===== src/rtl/cpu_types_pkg.sv =====
// Shared execute-stage types: multiply/divide op codes and FSM state codes.
// Imported by the HI/LO multiply/divide unit and its helpers.
package cpu_types_pkg;

  typedef enum logic [2:0] {
    MD_MULT  = 3'd0,
    MD_MULTU = 3'd1,
    MD_DIV   = 3'd2,
    MD_DIVU  = 3'd3,
    MD_MTHI  = 3'd4,
    MD_MTLO  = 3'd5
  } muldiv_op_t;

  localparam logic [1:0] ST_IDLE = 2'd0;
  localparam logic [1:0] ST_RUN  = 2'd1;
  localparam logic [1:0] ST_DONE = 2'd2;

  // Ops that run the 32-iteration datapath.
  function automatic logic md_is_iter(logic [2:0] op);
    return op < 3'd4;
  endfunction

  function automatic logic md_is_signed(logic [2:0] op);
    return (op == MD_MULT) || (op == MD_DIV);
  endfunction

endpackage


===== src/rtl/muldiv_sign_fix.sv =====
// Conditional two's-complement negate: magnitude on latch, sign on writeback.
// Ports: val (N), neg (1) -> res (N).
module muldiv_sign_fix #(
  parameter int N = 32
) (
  input  logic [N-1:0] val,
  input  logic         neg,
  output logic [N-1:0] res
);
  assign res = neg ? (~val) + {{(N-1){1'b0}}, 1'b1} : val;
endmodule


===== src/rtl/muldiv_unit.sv =====
// Iterative MULT/MULTU/DIV/DIVU and HI/LO file (MTHI/MTLO), 1 bit per cycle.
// Ports: CLK, RST, start, op, portA, portB -> busy, done, div0, hi, lo.
module muldiv_unit
  import cpu_types_pkg::*;
#(
  parameter int WIDTH = 32,
  parameter int CNTW  = $clog2(WIDTH)
) (
  input  logic             CLK,
  input  logic             RST,
  input  logic             start,
  input  logic [2:0]       op,
  input  logic [WIDTH-1:0] portA,
  input  logic [WIDTH-1:0] portB,
  output logic             busy,
  output logic             done,
  output logic             div0,
  output logic [WIDTH-1:0] hi,
  output logic [WIDTH-1:0] lo
);

  localparam int AW = 2 * WIDTH + 1;

  logic [1:0]       state;
  logic [CNTW-1:0]  cnt;
  logic             is_div;
  logic             neg_q;
  logic             neg_r;
  logic [AW-1:0]    acc;
  logic [WIDTH-1:0] mag_b;
  logic [WIDTH-1:0] raw_a;

  logic             accept;
  logic             last;
  logic             sgn_in;
  logic [WIDTH-1:0] mag_a_in;
  logic [WIDTH-1:0] mag_b_in;

  assign busy   = (state == ST_RUN);
  assign done   = (state == ST_DONE);
  assign accept = start && (state != ST_RUN);
  assign last   = (cnt == CNTW'(WIDTH - 1));
  assign sgn_in = md_is_signed(op);

  muldiv_sign_fix #(.N(WIDTH)) u_fix_a (
    .val (portA),
    .neg (sgn_in & portA[WIDTH-1]),
    .res (mag_a_in)
  );

  muldiv_sign_fix #(.N(WIDTH)) u_fix_b (
    .val (portB),
    .neg (sgn_in & portB[WIDTH-1]),
    .res (mag_b_in)
  );

  // Shift-add multiply: add multiplicand into the upper half, shift right.
  logic [WIDTH:0]   mul_sum;
  logic [AW-1:0]    mul_next;
  assign mul_sum  = acc[AW-1:WIDTH] + (acc[0] ? {1'b0, mag_b} : '0);
  assign mul_next = {1'b0, mul_sum, acc[WIDTH-1:1]};

  // Restoring divide: shift left, trial-subtract, keep if non-negative.
  logic [AW-1:0]    sh;
  logic [WIDTH:0]   trial;
  logic             q_bit;
  logic [AW-1:0]    div_next;
  assign sh       = {acc[AW-2:0], 1'b0};
  assign trial    = sh[AW-1:WIDTH] - {1'b0, mag_b};
  assign q_bit    = ~trial[WIDTH];
  assign div_next = {q_bit ? trial : sh[AW-1:WIDTH],
                     sh[WIDTH-1:1], q_bit};

  logic [AW-1:0]    acc_next;
  assign acc_next = is_div ? div_next : mul_next;

  logic [2*WIDTH-1:0] prod;
  logic [WIDTH-1:0]   quo;
  logic [WIDTH-1:0]   rem;
  logic               unused_acc_top;
  assign unused_acc_top = acc_next[AW-1];

  muldiv_sign_fix #(.N(2*WIDTH)) u_fix_p (
    .val (acc_next[2*WIDTH-1:0]),
    .neg (neg_q),
    .res (prod)
  );

  muldiv_sign_fix #(.N(WIDTH)) u_fix_q (
    .val (acc_next[WIDTH-1:0]),
    .neg (neg_q),
    .res (quo)
  );

  muldiv_sign_fix #(.N(WIDTH)) u_fix_r (
    .val (acc_next[2*WIDTH-1:WIDTH]),
    .neg (neg_r),
    .res (rem)
  );

  always_ff @(posedge CLK or posedge RST) begin
    if (RST) begin
      state  <= ST_IDLE;
      cnt    <= '0;
      is_div <= 1'b0;
      neg_q  <= 1'b0;
      neg_r  <= 1'b0;
      acc    <= '0;
      mag_b  <= '0;
      raw_a  <= '0;
      div0   <= 1'b0;
      hi     <= '0;
      lo     <= '0;
    end else if (accept) begin
      if (md_is_iter(op)) begin
        state  <= ST_RUN;
        cnt    <= '0;
        is_div <= op[1];
        neg_q  <= sgn_in & (portA[WIDTH-1] ^ portB[WIDTH-1]);
        neg_r  <= sgn_in & portA[WIDTH-1];
        acc    <= {{(WIDTH+1){1'b0}}, mag_a_in};
        mag_b  <= mag_b_in;
        raw_a  <= portA;
      end else begin
        state <= ST_IDLE;
        if (op == MD_MTHI) hi <= portA;
        if (op == MD_MTLO) lo <= portA;
      end
    end else if (state == ST_RUN) begin
      acc <= acc_next;
      cnt <= cnt + CNTW'(1);
      if (last) begin
        state <= ST_DONE;
        if (!is_div) begin
          hi <= prod[2*WIDTH-1:WIDTH];
          lo <= prod[WIDTH-1:0];
        end else if (mag_b == '0) begin
          hi   <= raw_a;
          lo   <= '1;
          div0 <= 1'b1;
        end else begin
          hi   <= rem;
          lo   <= quo;
          div0 <= 1'b0;
        end
      end
    end else if (state == ST_DONE) begin
      state <= ST_IDLE;
    end
  end

endmodule


===== config.mk =====
export PLATFORM = sky130hd
export DESIGN_NAME = muldiv_unit
export DESIGN_NICKNAME = d
export VERILOG_FILES = /design/src/rtl/cpu_types_pkg.sv /design/src/rtl/muldiv_sign_fix.sv /design/src/rtl/muldiv_unit.sv
export SDC_FILE = /design/constraint.sdc
export NUM_CORES = 1
export LEC_CHECK = 0
export CORE_ASPECT_RATIO = 1.25
export CORE_UTILIZATION = 55
export DETAILED_ROUTE_END_ITERATION = 10
export PLACE_DENSITY = 0.75
export SLEW_MARGIN = 0
export SYNTH_ARGS = -nofsm -noshare
export SYNTH_HDL_FRONTEND = slang
export SYNTH_SLANG_ARGS = --single-unit

===== constraint.sdc =====
create_clock -name CLK -period 8 [get_ports CLK]
set_input_delay 1.6 -clock CLK [delete_from_list [all_inputs] [get_ports CLK]]
set_output_delay 1.6 -clock CLK [all_outputs]
set_load 0.005 [all_outputs]

After elaboration in Yosys (flattened, before gate mapping)
Cells that the tools add are included.
W data, S select, Z words.
- register bits after elaboration: 204
- logic and storage cells: 90
- output and inout port bits: 67
- input bits: 70
- bitwise operators: 11
- multiplexer cells: 34
- magnitude comparators: 1
- eq/ne operators: 12
- add/sub/neg operators: 8
- reduce and logical (&&, ||, !) cells: 13
- operators by type and width (operator ; count):
    $mux W32 ; 19
    $mux W65 ; 4
    $add A32 B1 Y32 const B ; 4
    $not A32 Y32 ; 4
    $add A64 B1 Y64 const B ; 1
    $mux W64 ; 1
    $not A64 Y64 ; 1
    $add A33 B32 Y33 ; 1
    $mux W33 ; 1
    $sub A33 B32 Y33 ; 1
    $logic_not A32 Y1 ; 1
    $mux W5 ; 3
    $reduce_and A4 Y1 ; 3
    $mux W2 ; 4
    $ne A2 B1 Y1 const B ; 4
    $eq A3 B3 Y1 const B ; 2
    $reduce_and A2 Y1 ; 3
    $add A5 B1 Y5 const B ; 1
    $eq A5 B5 Y1 const B ; 1
    $reduce_bool A2 Y1 ; 2
    $and A1 B1 Y1 ; 3
    $eq A3 B2 Y1 const B ; 1
    $logic_not A3 Y1 ; 1
    $lt A3 B3 Y1 const B ; 1
    other kinds (10) ; 12

Depth between registers and ports, before layout
- word-level depth: 11
- depth in mapped cells: 31
- mapped depth without buffers: 29

Modules after synthesis
From an unflattened synthesis, not the netlist that was laid out.
- cell total of the unflattened synthesis: 2293
- area, all modules: 18940.7 sq um
- modules (own cells, without submodules) (module ; cells each ; sequential area each (sq um) ; area each (sq um) ; times used):
    muldiv_unit ; 1691 ; 5104.9 ; 14183.6 ; 1
    muldiv_sign_fix (u_fix_a ...) ; 99 ; 0.0 ; 777.0 ; 4
    muldiv_sign_fix (u_fix_p) ; 206 ; 0.0 ; 1649.1 ; 1

Worst setup path before layout
OpenSTA, ideal clock, no wires.
- path kind: register -> register
- start: register acc[31]
- end: register hi[4]
- slack: 2210 ps
- period minus slack after synthesis: 5790 ps
- stages on the path, launching flop included: 32
- data required time: 7917 ps
- arrival: 5707 ps
- cell sequence: dfrtp_1 -> inv_1 -> ha_1 -> inv_1 -> fa_1 -> a21o_1 -> a221oi_2 -> o31a_1 -> o21ba_2 -> a2bb2oi_1 -> a221oi_2 -> nor2b_1 -> o21ai_0 -> nand2b_1 -> ha_1 -> clkinv_1 -> nor2_1 -> clkbuf_1 -> a21oi_1 -> ha_1 -> o2111ai_1 -> or3_1 -> nor2_1 -> nand2_1 -> or3_1 -> clkbuf_1 -> o21ai_0 -> xnor2_1 -> nor2_1 -> a211oi_1 -> a21oi_1 -> o21ai_0
- word-level cells in the longest chain between the ends: 11
- elaborated cells between the ends (all ways): 15
- classes of those cells: 3 x add/sub; 9 x mux; 3 x bitwise
- ends and longest elaborated chain (item ; line ; text):
    from (decl) ; muldiv_unit.sv:29 ; logic [AW-1:0] acc;
    from (signal assigned) ; muldiv_unit.sv:121 ; acc <= {{(WIDTH+1){1'b0}}, mag_a_in};
    from (signal assigned) ; muldiv_unit.sv:130 ; acc <= acc_next;
    $sub A33 B32 Y33 ; muldiv_unit.sv:69 ; assign trial = sh[AW-1:WIDTH] - {1'b0, mag_b};
    $mux W33 ; muldiv_unit.sv:71 ; assign div_next = {q_bit ? trial : sh[AW-1:WIDTH],
    $mux W65 (*) ; muldiv_unit.sv:75 ; assign acc_next = is_div ? div_next : mul_next;
    $not A32 Y32 ; muldiv_sign_fix.sv:10 ; assign res = neg ? (~val) + {{(N-1){1'b0}}, 1'b1} : val;
    $add A32 B1 Y32 ; muldiv_sign_fix.sv:10 ;
    $mux W32 ; muldiv_sign_fix.sv:10 ;
    $mux W32 ; muldiv_unit.sv:137 ; end else if (mag_b == '0) begin
    $mux W32 (*) ; muldiv_unit.sv:134 ; if (!is_div) begin
    $mux W32 (*) ; muldiv_unit.sv:132 ; if (last) begin
    $mux W32 (*) ; muldiv_unit.sv:129 ; end else if (state == ST_RUN) begin
    $mux W32 (*) ; muldiv_unit.sv:114 ; end else if (accept) begin
    to (signal assigned) ; muldiv_unit.sv:135 ; hi <= prod[2*WIDTH-1:WIDTH];
    to (signal assigned) ; muldiv_unit.sv:138 ; hi <= raw_a;
    to (signal assigned) ; muldiv_unit.sv:142 ; hi <= rem;
    to (decl) ; muldiv_unit.sv:18 ; output logic [WIDTH-1:0] hi,
Mark *: on every way between the ends. The rest lies on a longest branch, timed or not. The select of a mux whose other input is x is not followed.
A chain may end at the register's enable or synchronous reset.

Worst setup path after layout
- start: register acc[31]
- end: register hi[25]
Same word-level chain as after synthesis.

==> out/results.ini <==
[run_status]
status = complete, no violations

[route]
routed_via_density = 6.57
vias = 18700
drt_iter0_markers = 2138
first_pass_iters = 5
drc = 0
drtAntennaViolNets = 0
routed_wl_um = 66900
wl_per_cell_um = 23.5

[synth]
synth_edf_count = 0
ys_seq_area_frac = 0.284
yosysMostFrequentCell = nand2_1
synthCells = 2385
synthFlopType = dfrtp_1
synthTopCellsByCount = nand2_1, o21ai_0, dfrtp_1
yosysTopAreaCellShare = 0.284
synth_nets = 2530
synth-seq-cells = 204
yosys_warnings = 0
syn_avg_cell_area_sq_um = 7.54
synthDistinctLibCells = 94
synth_area_sq_um = 18000
async_flop_share = 1.00
synth_area_leaders = dfrtp_1, nand2_1, o21ai_0, ha_1, xnor2_1
yosysTopAreaCell = dfrtp_1

[final_layout]
diodes = 0
syn_to_final_growth_pct = 13.8
nNetsFinal = 2567
finalNonFillerCells = 2851
drive_gt1_frac = 0.0615

[critical_path]
rr_startpoint = acc[31]
crit_slowest_cell = o221ai_1
r2r_slack_ns = 0.86
cp_max_fo = 13
critPathCapture = hi[25]
worstPathRequired_ns = 8.47
cp-end-kind = flip-flop
critical_path_arrival_ns = 7.62
crit_start = acc[31]
path_class = reg -> reg
rr_endpoint = hi[25]
ff2ff_path_depth = 26
cp_slowest_stage_delay_ns = 0.67
critPathLaunchType = flip-flop

[timing]
fin_setup_tns_ns = 0
period_needed_ns = 7.14
finalHoldViolCount = 0
worstMarginPinSlew_ns = 1.16
finClkSkew_ns = 0.0138
fmax_mhz = 140
rsz0062_at_grt = false
period_share = 0.893
setup_slack_ns = 0.856
maxSlewHeadroom = 0.216
slew_viol_final = 0
setup_violations = 0

[clock_network]
cts_inserted_buffers = 24
cts_root_buffer = clkbuf_16
ctsHoldBuffers = 0
post_cts_resized = 0
clk_latency_ns = 0.55
post-cts-setup-buffers = 0
path_clk_slew_ns = 0.06
cts_sinks = 204
clockBufferDepth = 3
cts_tree = yes
cts_max_level = 1

[grt]
grt_usage = 0.400
grt_pass1_wl_um = 102000
grt_pass1_vias = 17900
grt_max_degree = 125
antenna_found_initial = 1
grt-ovfl-total = 0

[power]
ir_worst_vdd_mv = 0.273
p_leak_nw = 8.33
powerDensity_nw_per_um2 = 479
power_mw = 9.80

[floorplanning]
dieArea_sq_um = 33400
fp-row-count = 73
die_w_um = 164
start_util = 0.563
die_y_um = 204
core_area_sq_um = 32000
io-pin-count = 137

[place]
io_buffer_count = 136
place_ws_ns = 1.03
hpwl_um = 49600
dp.cells = 2808
gp_congestion = 1.01

[hold_path]
hold_class = reg -> reg

[job]
max-cap-violations = 0

cell families after synthesis:
kind of cell             Yosys count  share of synthesized area
AND/OR/NAND/NOR                  876                      0.230
AO/OA/AOI/OAI                    757                      0.264
buffers and inverters            245                     0.0528
flip-flops                       204                      0.284
XOR/XNOR                         166                     0.0808
adder cells (fa/ha/maj)           75                     0.0530
multiplexers                      62                     0.0359
layer usage:
metal | vias to the layer above | track usage | wire length (um)
li1 | 8674 | - | -
met1 | 8854 | 0.506 | 26300
met2 | 998 | 0.650 | 30700
met3 | 203 | 0.0710 | 6110
met4 | 0 | 0.203 | 3830
met5 | - | 0 | 0
through the flow:
stage	util	area [sq um]	hold slack (ns)
CTS	0.641	20500	0.478
floorplan	-	18000	0.440
detailed placement	0.612	19600	0.463
finish	0.641	20500	0.477
global placement	0.612	19600	0.459
global route	0.641	20500	0.504
placed cells by master (no fill, tap or decap), types with 13 or more instances in the layout:
master	n
o211ai_1	39
nor2_1	151
a21oi_1	168
nand4_1	36
a211oi_1	19
a221oi_1	15
clkbuf_16	25
xor2_1	65
ha_1	72
and2_1	39
nor4_1	29
inv_1	78
nor3_1	55
or3_1	23
nand2b_1	17
o21a_1	13
and3_1	16
buf_4	36
dfrtp_1	203
xnor2_1	101
nand2_1	402
o21ai_0	256
o31ai_1	34
clkdlybuf4s50_1	136
o22ai_1	45
mux2_2	21
a31oi_1	23
nand3_1	38
mux2i_1	41
a21o_1	22
critical path, delay by kind of cell (launching register included):
family / cells / cell delay, ns
XOR/XNOR: 1 / 0.18
flip-flops: 1 / 0.39
buffers and inverters: 4 / 0.47
adder cells (fa/ha/maj): 3 / 1.04
AO/OA/AOI/OAI: 11 / 3.09
AND/OR/NAND/NOR: 7 / 1.91
report_power, final:
part,switching [mW],internal (mW),total [mW]
Combinational,4.05,2.48,6.53
Sequential,0.504,1.48,1.98
Clock,0.508,0.784,1.29
Total,5.06,4.74,9.80
worst min-delay path by stage:
stage / from / depth (start not counted) / endpoint
6_report: lo[10] / 2 / lo[10]
5_1_grt: lo[14] / 2 / lo[14]
3_3_place_gp: raw_a[19] / 2 / raw_a[19]
4_1_cts: raw_a[5] / 2 / raw_a[5]
3_5_place_dp: raw_a[5] / 2 / raw_a[5]
2_1_floorplan: raw_a[16] / 2 / raw_a[16]
flip-flops by register name, indices dropped and copies added, names as in the netlist:
signal / cells
neg_r: 1
state: 2
mag_b: 32
lo: 32
is_div: 1
div0: 1
acc: 65
raw_a: 32
hi: 32
cnt: 5
neg_q: 1
final cells by class:
class                           count  area, sq um
Fill cell                        2922        11500
Timing Repair Buffer              173         1650
Clock buffer                       27          653
Multi-Input combinational cell   1936        12000
Inverter                           83          319
Tap cell                          412          515
Clock inverter                     16          253
Sequential cell                   204         5110
(Power assumes the default switching activity.)
